`src/rtl/pps_pkg.sv`:
```
// Shared types and constants for the PPS sequence controller.
package pps_pkg;

  localparam int DEPTH = 8;
  localparam int SEL_W = 3;
  localparam int REP_W = 8;
  localparam int IDX_W = 3;
  localparam int LEN_W = 4;

  typedef enum logic [1:0] {
    ST_IDLE = 2'd0,
    ST_ARM  = 2'd1,
    ST_RUN  = 2'd2
  } state_t;

  typedef struct packed {
    logic [SEL_W-1:0] sel;
    logic [REP_W-1:0] rep;
  } tbl_entry_t;

  localparam tbl_entry_t TBL_RST = '{sel: 3'd0, rep: 8'd1};

  // A repeat count of zero behaves as a single period.
  function automatic logic [REP_W-1:0] rep_eff(input logic [REP_W-1:0] rep);
    return (rep == '0) ? REP_W'(1) : rep;
  endfunction

endpackage

```
`src/rtl/pps_seq_ctrl_if.sv`:
```
// Configuration, control and generator-facing signals of the PPS sequencer.
interface pps_seq_ctrl_if
  import pps_pkg::*;
#(
  parameter int WDOG_W = 32
);

  logic              wr_en_i;
  logic [IDX_W-1:0]  wr_addr_i;
  logic [SEL_W-1:0]  wr_sel_i;
  logic [REP_W-1:0]  wr_rep_i;
  logic [LEN_W-1:0]  seq_len_i;
  logic              loop_en_i;
  logic              start_i;
  logic              abort_i;
  logic [WDOG_W-1:0] wdog_lim_i;
  logic              pps_i;

  logic [SEL_W-1:0]  pps_sel_o;
  logic              pps_en_o;
  logic              busy_o;
  logic              done_o;
  logic              err_wdog_o;
  logic              cfg_err_o;
  logic [IDX_W-1:0]  cur_idx_o;
  logic [REP_W-1:0]  per_cnt_o;

  modport master (
    output wr_en_i, wr_addr_i, wr_sel_i, wr_rep_i, seq_len_i, loop_en_i,
           start_i, abort_i, wdog_lim_i, pps_i,
    input  pps_sel_o, pps_en_o, busy_o, done_o, err_wdog_o, cfg_err_o,
           cur_idx_o, per_cnt_o
  );

  modport slave (
    input  wr_en_i, wr_addr_i, wr_sel_i, wr_rep_i, seq_len_i, loop_en_i,
           start_i, abort_i, wdog_lim_i, pps_i,
    output pps_sel_o, pps_en_o, busy_o, done_o, err_wdog_o, cfg_err_o,
           cur_idx_o, per_cnt_o
  );

endinterface

```
`src/rtl/pps_seq_tbl.sv`:
```
// Sequence table: DEPTH entries of {sel, rep}, one write port, one async read port.
module pps_seq_tbl
  import pps_pkg::*;
#(
  parameter int DEPTH = pps_pkg::DEPTH
) (
  input  logic             aclk,
  input  logic             aresetn,
  input  logic             wr_en,
  input  logic [IDX_W-1:0] wr_addr,
  input  tbl_entry_t       wr_data,
  input  logic [IDX_W-1:0] rd_addr,
  output tbl_entry_t       rd_data
);

  tbl_entry_t mem [DEPTH];

  // Entry storage; out-of-range writes are dropped.
  always_ff @(posedge aclk or negedge aresetn) begin
    if (!aresetn) begin
      for (int i = 0; i < DEPTH; i++) mem[i] <= TBL_RST;
    end else if (wr_en && (int'(wr_addr) < DEPTH)) begin
      mem[wr_addr] <= wr_data;
    end
  end

  assign rd_data = (int'(rd_addr) < DEPTH) ? mem[rd_addr] : TBL_RST;

endmodule

```
`src/rtl/pps_seq_ctrl.sv`:
```
// PPS sequence controller: steps the generator through a table of
// {period select, repeat count} entries, counting PPS falling edges.
//
//   state   | meaning
//   --------+-------------------------------------------------------
//   ST_IDLE | generator off; table writable; waiting for start
//   ST_ARM  | select for entry 0 presented, enable still low (1 cycle)
//   ST_RUN  | generator enabled; counting edges, watchdog running
module pps_seq_ctrl
  import pps_pkg::*;
#(
  parameter int DEPTH  = pps_pkg::DEPTH,
  parameter int WDOG_W = 32
) (
  input  logic           aclk,
  input  logic           aresetn,
  pps_seq_ctrl_if.slave  bus
);

  localparam logic [LEN_W:0] LEN_MAX = (LEN_W+1)'(DEPTH);

  state_t            state_q, state_d;
  logic              pps_d;
  logic [IDX_W-1:0]  cur_idx_q, adv_idx, rd_addr;
  logic [REP_W-1:0]  per_cnt_q, rep_q;
  logic [SEL_W-1:0]  sel_q;
  logic [LEN_W-1:0]  len_q;
  logic              loop_q;
  logic [WDOG_W-1:0] wdog_q;
  logic              done_q, cfg_err_q, err_wdog_q;
  tbl_entry_t        rd_data, wr_data;

  logic len_ok, start_ok, start_bad, edge_run, wdog_hit;
  logic rep_last, idx_last, advance, seq_end;

  assign len_ok    = (bus.seq_len_i != '0) && ({1'b0, bus.seq_len_i} <= LEN_MAX);
  assign start_ok  = (state_q == ST_IDLE) && bus.start_i && !bus.abort_i && len_ok;
  assign start_bad = (state_q == ST_IDLE) && bus.start_i && !bus.abort_i && !len_ok;
  assign edge_run  = pps_d && !bus.pps_i && (state_q == ST_RUN);
  assign wdog_hit  = (state_q == ST_RUN) && (bus.wdog_lim_i != '0) && (wdog_q == bus.wdog_lim_i);
  assign rep_last  = (per_cnt_q == rep_q - 8'd1);
  assign idx_last  = ({1'b0, cur_idx_q} == len_q - 4'd1);
  assign advance   = edge_run && rep_last && !bus.abort_i && !wdog_hit;
  assign seq_end   = advance && idx_last && !loop_q;
  assign adv_idx   = idx_last ? '0 : cur_idx_q + 3'd1;
  // In IDLE the read port looks at entry 0 so a start can load it directly.
  assign rd_addr   = (state_q == ST_IDLE) ? '0 : adv_idx;
  assign wr_data   = '{sel: bus.wr_sel_i, rep: bus.wr_rep_i};

  pps_seq_tbl #(.DEPTH(DEPTH)) u_tbl (
    .aclk    (aclk),
    .aresetn (aresetn),
    .wr_en   (bus.wr_en_i && (state_q == ST_IDLE)),
    .wr_addr (bus.wr_addr_i),
    .wr_data (wr_data),
    .rd_addr (rd_addr),
    .rd_data (rd_data)
  );

  // State register.
  always_ff @(posedge aclk or negedge aresetn) begin
    if (!aresetn) state_q <= ST_IDLE;
    else          state_q <= state_d;
  end

  // Next state; abort outranks watchdog, which outranks the final advance.
  always_comb begin
    state_d = state_q;
    case (state_q)
      ST_IDLE: if (start_ok) state_d = ST_ARM;
      ST_ARM:  state_d = bus.abort_i ? ST_IDLE : ST_RUN;
      ST_RUN:  if (bus.abort_i || wdog_hit || seq_end) state_d = ST_IDLE;
      default: state_d = ST_IDLE;
    endcase
  end

  // Outputs; enable is decoded from state so reset drops it asynchronously.
  always_comb begin
    bus.pps_en_o   = (state_q == ST_RUN);
    bus.busy_o     = (state_q != ST_IDLE);
    bus.pps_sel_o  = sel_q;
    bus.done_o     = done_q;
    bus.err_wdog_o = err_wdog_q;
    bus.cfg_err_o  = cfg_err_q;
    bus.cur_idx_o  = cur_idx_q;
    bus.per_cnt_o  = per_cnt_q;
  end

  // Edge history, entry position, latched config and status flags.
  always_ff @(posedge aclk or negedge aresetn) begin
    if (!aresetn) begin
      pps_d      <= 1'b1;
      cur_idx_q  <= '0;
      per_cnt_q  <= '0;
      rep_q      <= 8'd1;
      sel_q      <= '0;
      len_q      <= '0;
      loop_q     <= 1'b0;
      done_q     <= 1'b0;
      cfg_err_q  <= 1'b0;
      err_wdog_q <= 1'b0;
    end else begin
      pps_d     <= bus.pps_i;
      done_q    <= seq_end;
      cfg_err_q <= start_bad;
      if (start_ok) begin
        err_wdog_q <= 1'b0;
        cur_idx_q  <= '0;
        per_cnt_q  <= '0;
        sel_q      <= rd_data.sel;
        rep_q      <= rep_eff(rd_data.rep);
        len_q      <= bus.seq_len_i;
        loop_q     <= bus.loop_en_i;
      end else if (state_q != ST_IDLE) begin
        if (bus.abort_i) begin
          per_cnt_q <= '0;
        end else if (wdog_hit) begin
          err_wdog_q <= 1'b1;
        end else if (edge_run) begin
          if (rep_last) begin
            per_cnt_q <= '0;
            if (!seq_end) begin
              cur_idx_q <= adv_idx;
              sel_q     <= rd_data.sel;
              rep_q     <= rep_eff(rd_data.rep);
            end
          end else begin
            per_cnt_q <= per_cnt_q + 8'd1;
          end
        end
      end
    end
  end

  // Watchdog: cycles in RUN since entry or the last counted edge.
  always_ff @(posedge aclk or negedge aresetn) begin
    if (!aresetn) begin
      wdog_q <= '0;
    end else if (state_q == ST_ARM) begin
      wdog_q <= '0;
    end else if (state_q == ST_RUN) begin
      wdog_q <= edge_run ? '0 : wdog_q + WDOG_W'(1);
    end
  end

endmodule

```
`src/flat_wrapper.sv`:
```
// flat-port wrapper written by rule: the top's interface ports become plain ports
module pps_seq_ctrl_flat import pps_pkg::*;
#(
  parameter int DEPTH  = pps_pkg::DEPTH,
  parameter int WDOG_W = 32
)
  (aclk, aresetn, bus_wr_en_i, bus_wr_addr_i, bus_wr_sel_i, bus_wr_rep_i, bus_seq_len_i, bus_loop_en_i, bus_start_i, bus_abort_i, bus_wdog_lim_i, bus_pps_i, bus_pps_sel_o, bus_pps_en_o, bus_busy_o, bus_done_o, bus_err_wdog_o, bus_cfg_err_o, bus_cur_idx_o, bus_per_cnt_o);
  pps_seq_ctrl_if #(.WDOG_W(WDOG_W)) bus_i ();
  input  logic aclk;
  input  logic aresetn;
  input wire logic [$bits(bus_i.wr_en_i)-1:0] bus_wr_en_i;
  input wire logic [$bits(bus_i.wr_addr_i)-1:0] bus_wr_addr_i;
  input wire logic [$bits(bus_i.wr_sel_i)-1:0] bus_wr_sel_i;
  input wire logic [$bits(bus_i.wr_rep_i)-1:0] bus_wr_rep_i;
  input wire logic [$bits(bus_i.seq_len_i)-1:0] bus_seq_len_i;
  input wire logic [$bits(bus_i.loop_en_i)-1:0] bus_loop_en_i;
  input wire logic [$bits(bus_i.start_i)-1:0] bus_start_i;
  input wire logic [$bits(bus_i.abort_i)-1:0] bus_abort_i;
  input wire logic [$bits(bus_i.wdog_lim_i)-1:0] bus_wdog_lim_i;
  input wire logic [$bits(bus_i.pps_i)-1:0] bus_pps_i;
  output wire logic [$bits(bus_i.pps_sel_o)-1:0] bus_pps_sel_o;
  output wire logic [$bits(bus_i.pps_en_o)-1:0] bus_pps_en_o;
  output wire logic [$bits(bus_i.busy_o)-1:0] bus_busy_o;
  output wire logic [$bits(bus_i.done_o)-1:0] bus_done_o;
  output wire logic [$bits(bus_i.err_wdog_o)-1:0] bus_err_wdog_o;
  output wire logic [$bits(bus_i.cfg_err_o)-1:0] bus_cfg_err_o;
  output wire logic [$bits(bus_i.cur_idx_o)-1:0] bus_cur_idx_o;
  output wire logic [$bits(bus_i.per_cnt_o)-1:0] bus_per_cnt_o;
  assign bus_i.wr_en_i = bus_wr_en_i;
  assign bus_i.wr_addr_i = bus_wr_addr_i;
  assign bus_i.wr_sel_i = bus_wr_sel_i;
  assign bus_i.wr_rep_i = bus_wr_rep_i;
  assign bus_i.seq_len_i = bus_seq_len_i;
  assign bus_i.loop_en_i = bus_loop_en_i;
  assign bus_i.start_i = bus_start_i;
  assign bus_i.abort_i = bus_abort_i;
  assign bus_i.wdog_lim_i = bus_wdog_lim_i;
  assign bus_i.pps_i = bus_pps_i;
  assign bus_pps_sel_o = bus_i.pps_sel_o;
  assign bus_pps_en_o = bus_i.pps_en_o;
  assign bus_busy_o = bus_i.busy_o;
  assign bus_done_o = bus_i.done_o;
  assign bus_err_wdog_o = bus_i.err_wdog_o;
  assign bus_cfg_err_o = bus_i.cfg_err_o;
  assign bus_cur_idx_o = bus_i.cur_idx_o;
  assign bus_per_cnt_o = bus_i.per_cnt_o;
  pps_seq_ctrl #(.DEPTH(DEPTH), .WDOG_W(WDOG_W)) u_core (.aclk(aclk), .aresetn(aresetn), .bus(bus_i));
endmodule
```
`config.mk`:
```
export PLATFORM = sky130hd
export DESIGN_NAME = pps_seq_ctrl_flat
export DESIGN_NICKNAME = d
export VERILOG_FILES = /design/src/rtl/pps_pkg.sv /design/src/rtl/pps_seq_ctrl_if.sv /design/src/rtl/pps_seq_tbl.sv /design/src/rtl/pps_seq_ctrl.sv /design/src/flat_wrapper.sv
export SDC_FILE = /design/constraint.sdc
export NUM_CORES = 1
export LEC_CHECK = 0
export CORE_MARGIN = 8
export CORE_UTILIZATION = 35
export DETAILED_ROUTE_END_ITERATION = 6
export SYNTH_ARGS = -nofsm -noshare
export SYNTH_HDL_FRONTEND = slang
export SYNTH_HIERARCHICAL = 1
export SYNTH_SLANG_ARGS = --single-unit
```
`constraint.sdc`:
```
create_clock -name aclk -period 3.4 [get_ports aclk]
set_input_delay 0.34 -clock aclk [delete_from_list [all_inputs] [get_ports aclk]]
set_output_delay 0.34 -clock aclk [all_outputs]
set_load 0.1 [all_outputs]
```
==> impl_metrics.json, run 1 <==
{
  "synth_common_cells": "dfrtp_1, mux2_2, xor2_1, nor2_1, nand2_1",
  "synth-xor-area-share": 0.07686,
  "yosysWarnings": 6,
  "worst_ep_required_time_ns": 3.75,
  "p_leak_nw": 4.280,
  "synthArstFlopShare": 1.000,
  "grt_max_degree": 77,
  "fillers": 2081,
  "pre_cts_slack_ns": 0.4035,
  "gp_congestion": 0.8727,
  "vias_per_cell": 5.266,
  "rows": 55,
  "synth_top_area_share": 0.4423,
  "port_buffers": 75,
  "grt_pass1_vias": 5740,
  "yosys-top-cells-area": "dfrtp_1, mux2_2, mux4_1",
  "synth_enable_flop_cells": 0,
  "start_kind": "flop",
  "drt_iter0_markers": 295,
  "slew-limit-headroom": 0.3386,
  "avgSynthCellArea_sq_um": 12.22,
  "p_per_area_nw_per_um2": 796.9,
  "vias": 5550,
  "synth.net_count": 728,
  "finalNetCount": 821,
  "grtUsageTotal": 0.1434,
  "cts_tree": "done",
  "wl_mm": 19.44,
  "fin_skew_ns": 0.009535,
  "cts_buffers": 17,
  "synthAdderAreaFrac": 0.01392,
  "dpl.cell_count": 1020,
  "outcome": "finished, final reports clean",
  "synth_seq_area_share": 0.4748,
  "first_pass_iters": 4,
  "grt_pass1_wl_mm": 31.86,
  "cts_buffer_depth": 2,
  "worstMarginPinSlew_ns": 0.9890,
  "synth_cell_types": 57,
  "ys.flop_type": "dfrtp_1",
  "area_growth_pct": 22.05,
  "design_area_sq_um": 9874,
  "synth-simple-area-share": 0.1380,
  "register_area_sq_um": 3842,
  "ant_nets": 0,
  "min_period_over_period": 0.8785,
  "syn-instance-count": 662,
  "max_clock_freq_ghz": 0.3348,
  "core-area_sq_um": 22640,
  "fin_crit_ns": 2.987,
  "fin_cells": 1054,
  "io_pins": 76,
  "finalWorstSetupSlack_ns": 0.4132,
  "root_buffer": "clkbuf_16",
  "syn_area_sq_um": 8090,
  "cp_max_fo": 22,
  "antenna_found_initial": 1,
  "overflow": 0,
  "synth_largest_area_cell": "dfrtp_1",
  "drv_slew": 0,
  "drc": 0,
  "fp.dieH_um": 168.0,
  "drive_gt1_frac": 0.2487,
  "ys_seq_elements": 153,
  "post-cts-setup-buffer-count": 0,
  "h-tree-depth": 4,
  "placed_area_sq_um": 9238,
  "post_drt_wl_per_cell_um": 18.44,
  "finalSetupViolCount": 0,
  "critical_path_arrival_ns": 3.34,
  "worst-setup-path-type": "flop to flop",
  "yosysMostFrequentCell": "dfrtp_1",
  "muxShareOfSynthArea": 0.2317,
  "ir_drop_uv": 620.9,
  "start_util": 0.3573,
  "clk_latency_ns": 0.43,
  "synth_compound_area_frac": 0.04268,
  "hold_viol_final": 0,
  "dp_hpwl_mm": 13.94,
  "rsz0062_at_grt": "false",
  "multi_input_area_sq_um": 4079,
  "clock_sinks": 153,
  "synth_top_family_by_area": "multiplexers",
  "min-delay-path-class": "input port to flop",
  "cp-end-kind": "flop",
  "tns_ns": 0,
  "max-cap-violations": 0,
  "path_clk_slew_ns": 0.07,
  "die-area_sq_um": 28240,
  "die_width_um": 168.0,
  "p_total_mw": 7.869
}
report_power, final:
part           internal [mW]  total [mW]  leakage [nW]  switching [mW]
logic                   1.58        3.02          2.05            1.44
clock network           1.07        1.95         0.300           0.886
registers               2.51        2.90          1.93           0.388
total                   5.15        7.87          4.28            2.71
path summary, 6_finish.rpt:
kind	from	to	slack (ns)	cells past startpoint
min in group asynchronous	aresetn	u_core/u_tbl/mem[41]	0.51	2
min	bus_pps_i	u_core/pps_d	0.37	1
max	u_core/len_q[0]	u_core/rep_q[0]	0.41	12
min reg2reg	u_core/u_tbl/mem[69]	u_core/u_tbl/mem[69]	0.50	1
max reg2reg	u_core/len_q[0]	u_core/rep_q[0]	0.41	12
max in group asynchronous	aresetn	u_core/rep_q[0]	2.06	3
worst max-delay path, stage by stage, from the launching register on:
cell     delay (ns)
dfrtp_1        0.38
inv_1          0.07
ha_1           0.30
xor2_1         0.17
nand4_1        0.12
nand2_1        0.09
nor2_2         0.15
buf_12         0.22
mux4_1         0.58
mux2_2         0.29
nor4_1         0.28
a21oi_1        0.10
a21oi_1        0.17
placed cells by master (no fill, tap or decap), drive strengths merged, types with 10 or more instances in the layout:
cell type,Yosys,layout
nor2,47,47
dfrtp,143,143
buf,13,24
inv,14,21
nand3,19,19
clkbuf,9,17
nor3,12,12
xnor2,16,16
o21ai,21,21
dfstp,10,10
clkdlybuf4s50,0,71
mux2,111,111
nand4,15,15
nor4,28,28
nand2,38,38
xor2,55,55
mux4,22,22
sequential cells by signal, summed over array words and instances (netlist names):
| name | cells |
|---|---|
| u_core/rep_q | 8 |
| u_core/pps_d | 1 |
| u_core/u_tbl/mem | 88 |
| u_core/loop_q | 1 |
| u_core/state_q | 2 |
| u_core/len_q | 4 |
| u_core/bus.pps_sel_o | 3 |
| u_core/bus.err_wdog_o | 1 |
| u_core/bus.done_o | 1 |
| u_core/bus.cur_idx_o | 3 |
| u_core/bus.cfg_err_o | 1 |
| u_core/bus.per_cnt_o | 8 |
| u_core/wdog_q | 32 |
routing by layer:
metal | vias up | GRT usage | share of wire
met1 | 2780 | 0.1958 | 0.48
li1 | 2645 | - | -
met2 | 106 | 0.2249 | 0.47
met3 | 19 | 0.03274 | 0.042
met5 | - | 0 | 0
met4 | 0 | 0.03960 | 0.011
stage by stage:
step | hold slack, ns | utilization
2_1_floorplan | 0.04441 | -
5_1_grt | 0.3799 | 0.4360
4_1_cts | 0.3622 | 0.4360
3_3_place_gp | 0.4432 | 0.4080
3_5_place_dp | 0.4345 | 0.4080
6_report | 0.3736 | 0.4361
cells by family (layout without fill, tap and decap cells):
logic type | after synthesis | after routing
flip-flops | 153 | 153
AND/OR/NAND/NOR | 205 | 205
other | 0 | 1
multiplexers | 135 | 135
buffers and inverters | 36 | 142
XOR/XNOR | 71 | 71
adder cells (fa/ha/maj) | 9 | 9
AO/OA/AOI/OAI | 53 | 53
final cells by class:
class	count	area share
Sequential cell	153	0.3891
Antenna cell	1	0.0002534
Multi-Input combinational cell	473	0.4131
Clock inverter	15	0.02015
Inverter	14	0.005322
Clock buffer	17	0.04308
Tap cell	285	0.03611
Timing Repair Buffer	96	0.09288
timing repair:
item                                   CTS  global route
endpoints found under the hold margin   66             0
hold buffers                             1             0
gates resized for setup                  0             0
Note: power is estimated with default switching activity, not from simulation.
==> run 2, diff against run 1 <==
==> constraint.sdc (replaced) <==
create_clock -name aclk -period 3.3 [get_ports aclk]
set_input_delay 0.33 -clock aclk [delete_from_list [all_inputs] [get_ports aclk]]
set_output_delay 0.33 -clock aclk [all_outputs]
set_load 0.1 [all_outputs]
==> run 2 against run 1 <==
Against the previous run: non-clock buffer count fell by 2; critical path type unchanged; combinational power rose by 2%; count of clock-buffer cells in the layout did not move; worst hold slack improved by 0.00093 ns; sequential power rose by 4%; maximum frequency barely moved; via count barely moved; worst setup slack got worse by 0.10 ns; critical path depth did not move; routed wire length fell by 1.1%.
==> impl_metrics.json, run 2 (synthesized netlist as in run 1, its figures left out) <==
{
  "slowest_delay_ns": 0.57,
  "pre_cts_slack_ns": 0.3288,
  "hold_viol_final": 0,
  "slew-limit-headroom": 0.3356,
  "drv_slew": 0,
  "max-cap-violations": 0,
  "path_clk_slew_ns": 0.07,
  "io_pins": 76,
  "critical_path_arrival_ns": 3.34,
  "rr_worst_depth": 12,
  "area_growth_pct": 22.08,
  "h-tree-depth": 4,
  "grt_pass1_vias": 5803,
  "root_buffer": "clkbuf_16",
  "die-area_sq_um": 28240,
  "antenna_found_initial": 0,
  "crit_cells": 12,
  "min_period_over_period": 0.9051,
  "top_register": "u_core/u_tbl/mem",
  "finalWorstSetupSlack_ns": 0.3132,
  "mostFrequentLayoutCells": "dfrtp_1, mux2_2, clkdlybuf4s50_1",
  "start_util": 0.3573,
  "core-area_sq_um": 22640,
  "worst-setup-path-type": "flop to flop",
  "clock_sinks": 153,
  "rsz0062_at_grt": "false",
  "cts_tree": "done",
  "worstMarginPinSlew_ns": 0.9935,
  "max_clock_freq_ghz": 0.3348,
  "die_width_um": 168.0,
  "drive_gt1_frac": 0.2480,
  "largest_reg_flops": 88,
  "slowest_stage": "mux4_1",
  "rrSetupSlack_ns": 0.31,
  "insertedDiodeCount": 0,
  "cts_buffer_depth": 2,
  "overflow": 0,
  "post_drt_wl_per_cell_um": 18.29,
  "final_common_cell": "dfrtp_1",
  "wl_mm": 19.22,
  "finalNetCount": 819,
  "grt_max_degree": 81,
  "drt_iter0_markers": 298,
  "drc": 0,
  "reg_top3": "u_core/u_tbl/mem (88), u_core/wdog_q (32)",
  "dp_hpwl_mm": 13.33,
  "cp_num_buf_inv": 2,
  "tns_ns": 0,
  "first_pass_iters": 4,
  "vias": 5552,
  "dpl.cell_count": 1018,
  "fp.dieH_um": 168.0,
  "gp_congestion": 0.8891,
  "grtUsageTotal": 0.1426,
  "cp_common_cell": "a21oi_1",
  "p_per_area_nw_per_um2": 820.7,
  "worst_ep_required_time_ns": 3.65,
  "ant_nets": 0,
  "path_cells": "inv_1, ha_1, xor2_1, nand4_1, nand2_1, nor2_2, buf_12, mux4_1, mux2_2, nor4_1, a21oi_1, a21oi_1",
  "grt_pass1_wl_mm": 31.93,
  "holdPathStages": 1,
  "cp_max_fo": 22,
  "ctsResizeCount": 0,
  "vias_per_cell": 5.283,
  "outcome": "finished, final reports clean",
  "finalSetupViolCount": 0,
  "cts_buffers": 17,
  "rows": 55,
  "fin_skew_ns": 0.01396,
  "start_kind": "flop",
  "fin_cells": 1051,
  "p_leak_nw": 4.274,
  "clk_latency_ns": 0.43,
  "min-delay-path-class": "input port to flop",
  "fin_crit_ns": 2.987,
  "post-route-util": 0.4363,
  "ir_drop_uv": 577.8,
  "cp_top_family": "multiplexers",
  "port_buffers": 75,
  "post-cts-setup-buffer-count": 0,
  "cp-end-kind": "flop"
}
-- run 2: cell types whose count changed in the layout (fill, tap and decap cells not counted), sizes merged --
cell / previous run / this run
buf: 24 / 21
clkdlybuf4s50: 71 / 72
clkinv: 6 / 5
diode: 1 / 0
inv: 21 / 22
-- run 2: per-stage QoR --
step                power [mW]  instance area, sq um  hold slack, ns
floorplan                5.287                  8095         0.03441
global placement         6.044                  9244          0.4585
detailed placement       6.113                  9244          0.4379
CTS                      8.190                  9877          0.3536
global route             8.599                  9877          0.3682
finish                   8.107                  9877          0.3746
-- run 2: metal layers --
metal	global-route usage	routed length, um	up-vias
li1	-	-	2629
met1	0.1959	9353	2798
met2	0.2231	8913	107
met3	0.03251	763	18
met4	0.03727	188	0
met5	0	0	-
-- run 2: what timing repair did --
item                                    in CTS  in global routing
endpoints found under the hold margin       77                  0
hold buffers                                 1                  0
endpoints found under the setup margin       0                  0
-- run 2: final timing paths --
| path | endpoint | from |
|---|---|---|
| setup / recovery | u_core/rep_q[0] | u_core/len_q[0] |
| hold / removal | u_core/pps_d | bus_pps_i |
| setup reg to reg | u_core/rep_q[0] | u_core/len_q[0] |
| hold reg to reg | u_core/u_tbl/mem[57] | u_core/u_tbl/mem[57] |
| max in group asynchronous | u_core/pps_d | aresetn |
| min in group asynchronous | u_core/wdog_q[22] | aresetn |
-- run 2: power by group --
group	internal [mW]	total [mW]	switching [mW]
Combinational	1.63	3.08	1.45
Clock	1.10	2.02	0.917
Sequential	2.59	3.01	0.423
-- run 2: final cells by class --
cell class	instances	area, sq um
Fill cell	2077	12760
Multi-Input combinational cell	473	4081
Sequential cell	153	3842
Timing Repair Buffer	94	917.1
Clock buffer	17	425.4
Tap cell	285	356.6
Clock inverter	15	197.7
Inverter	14	56.30
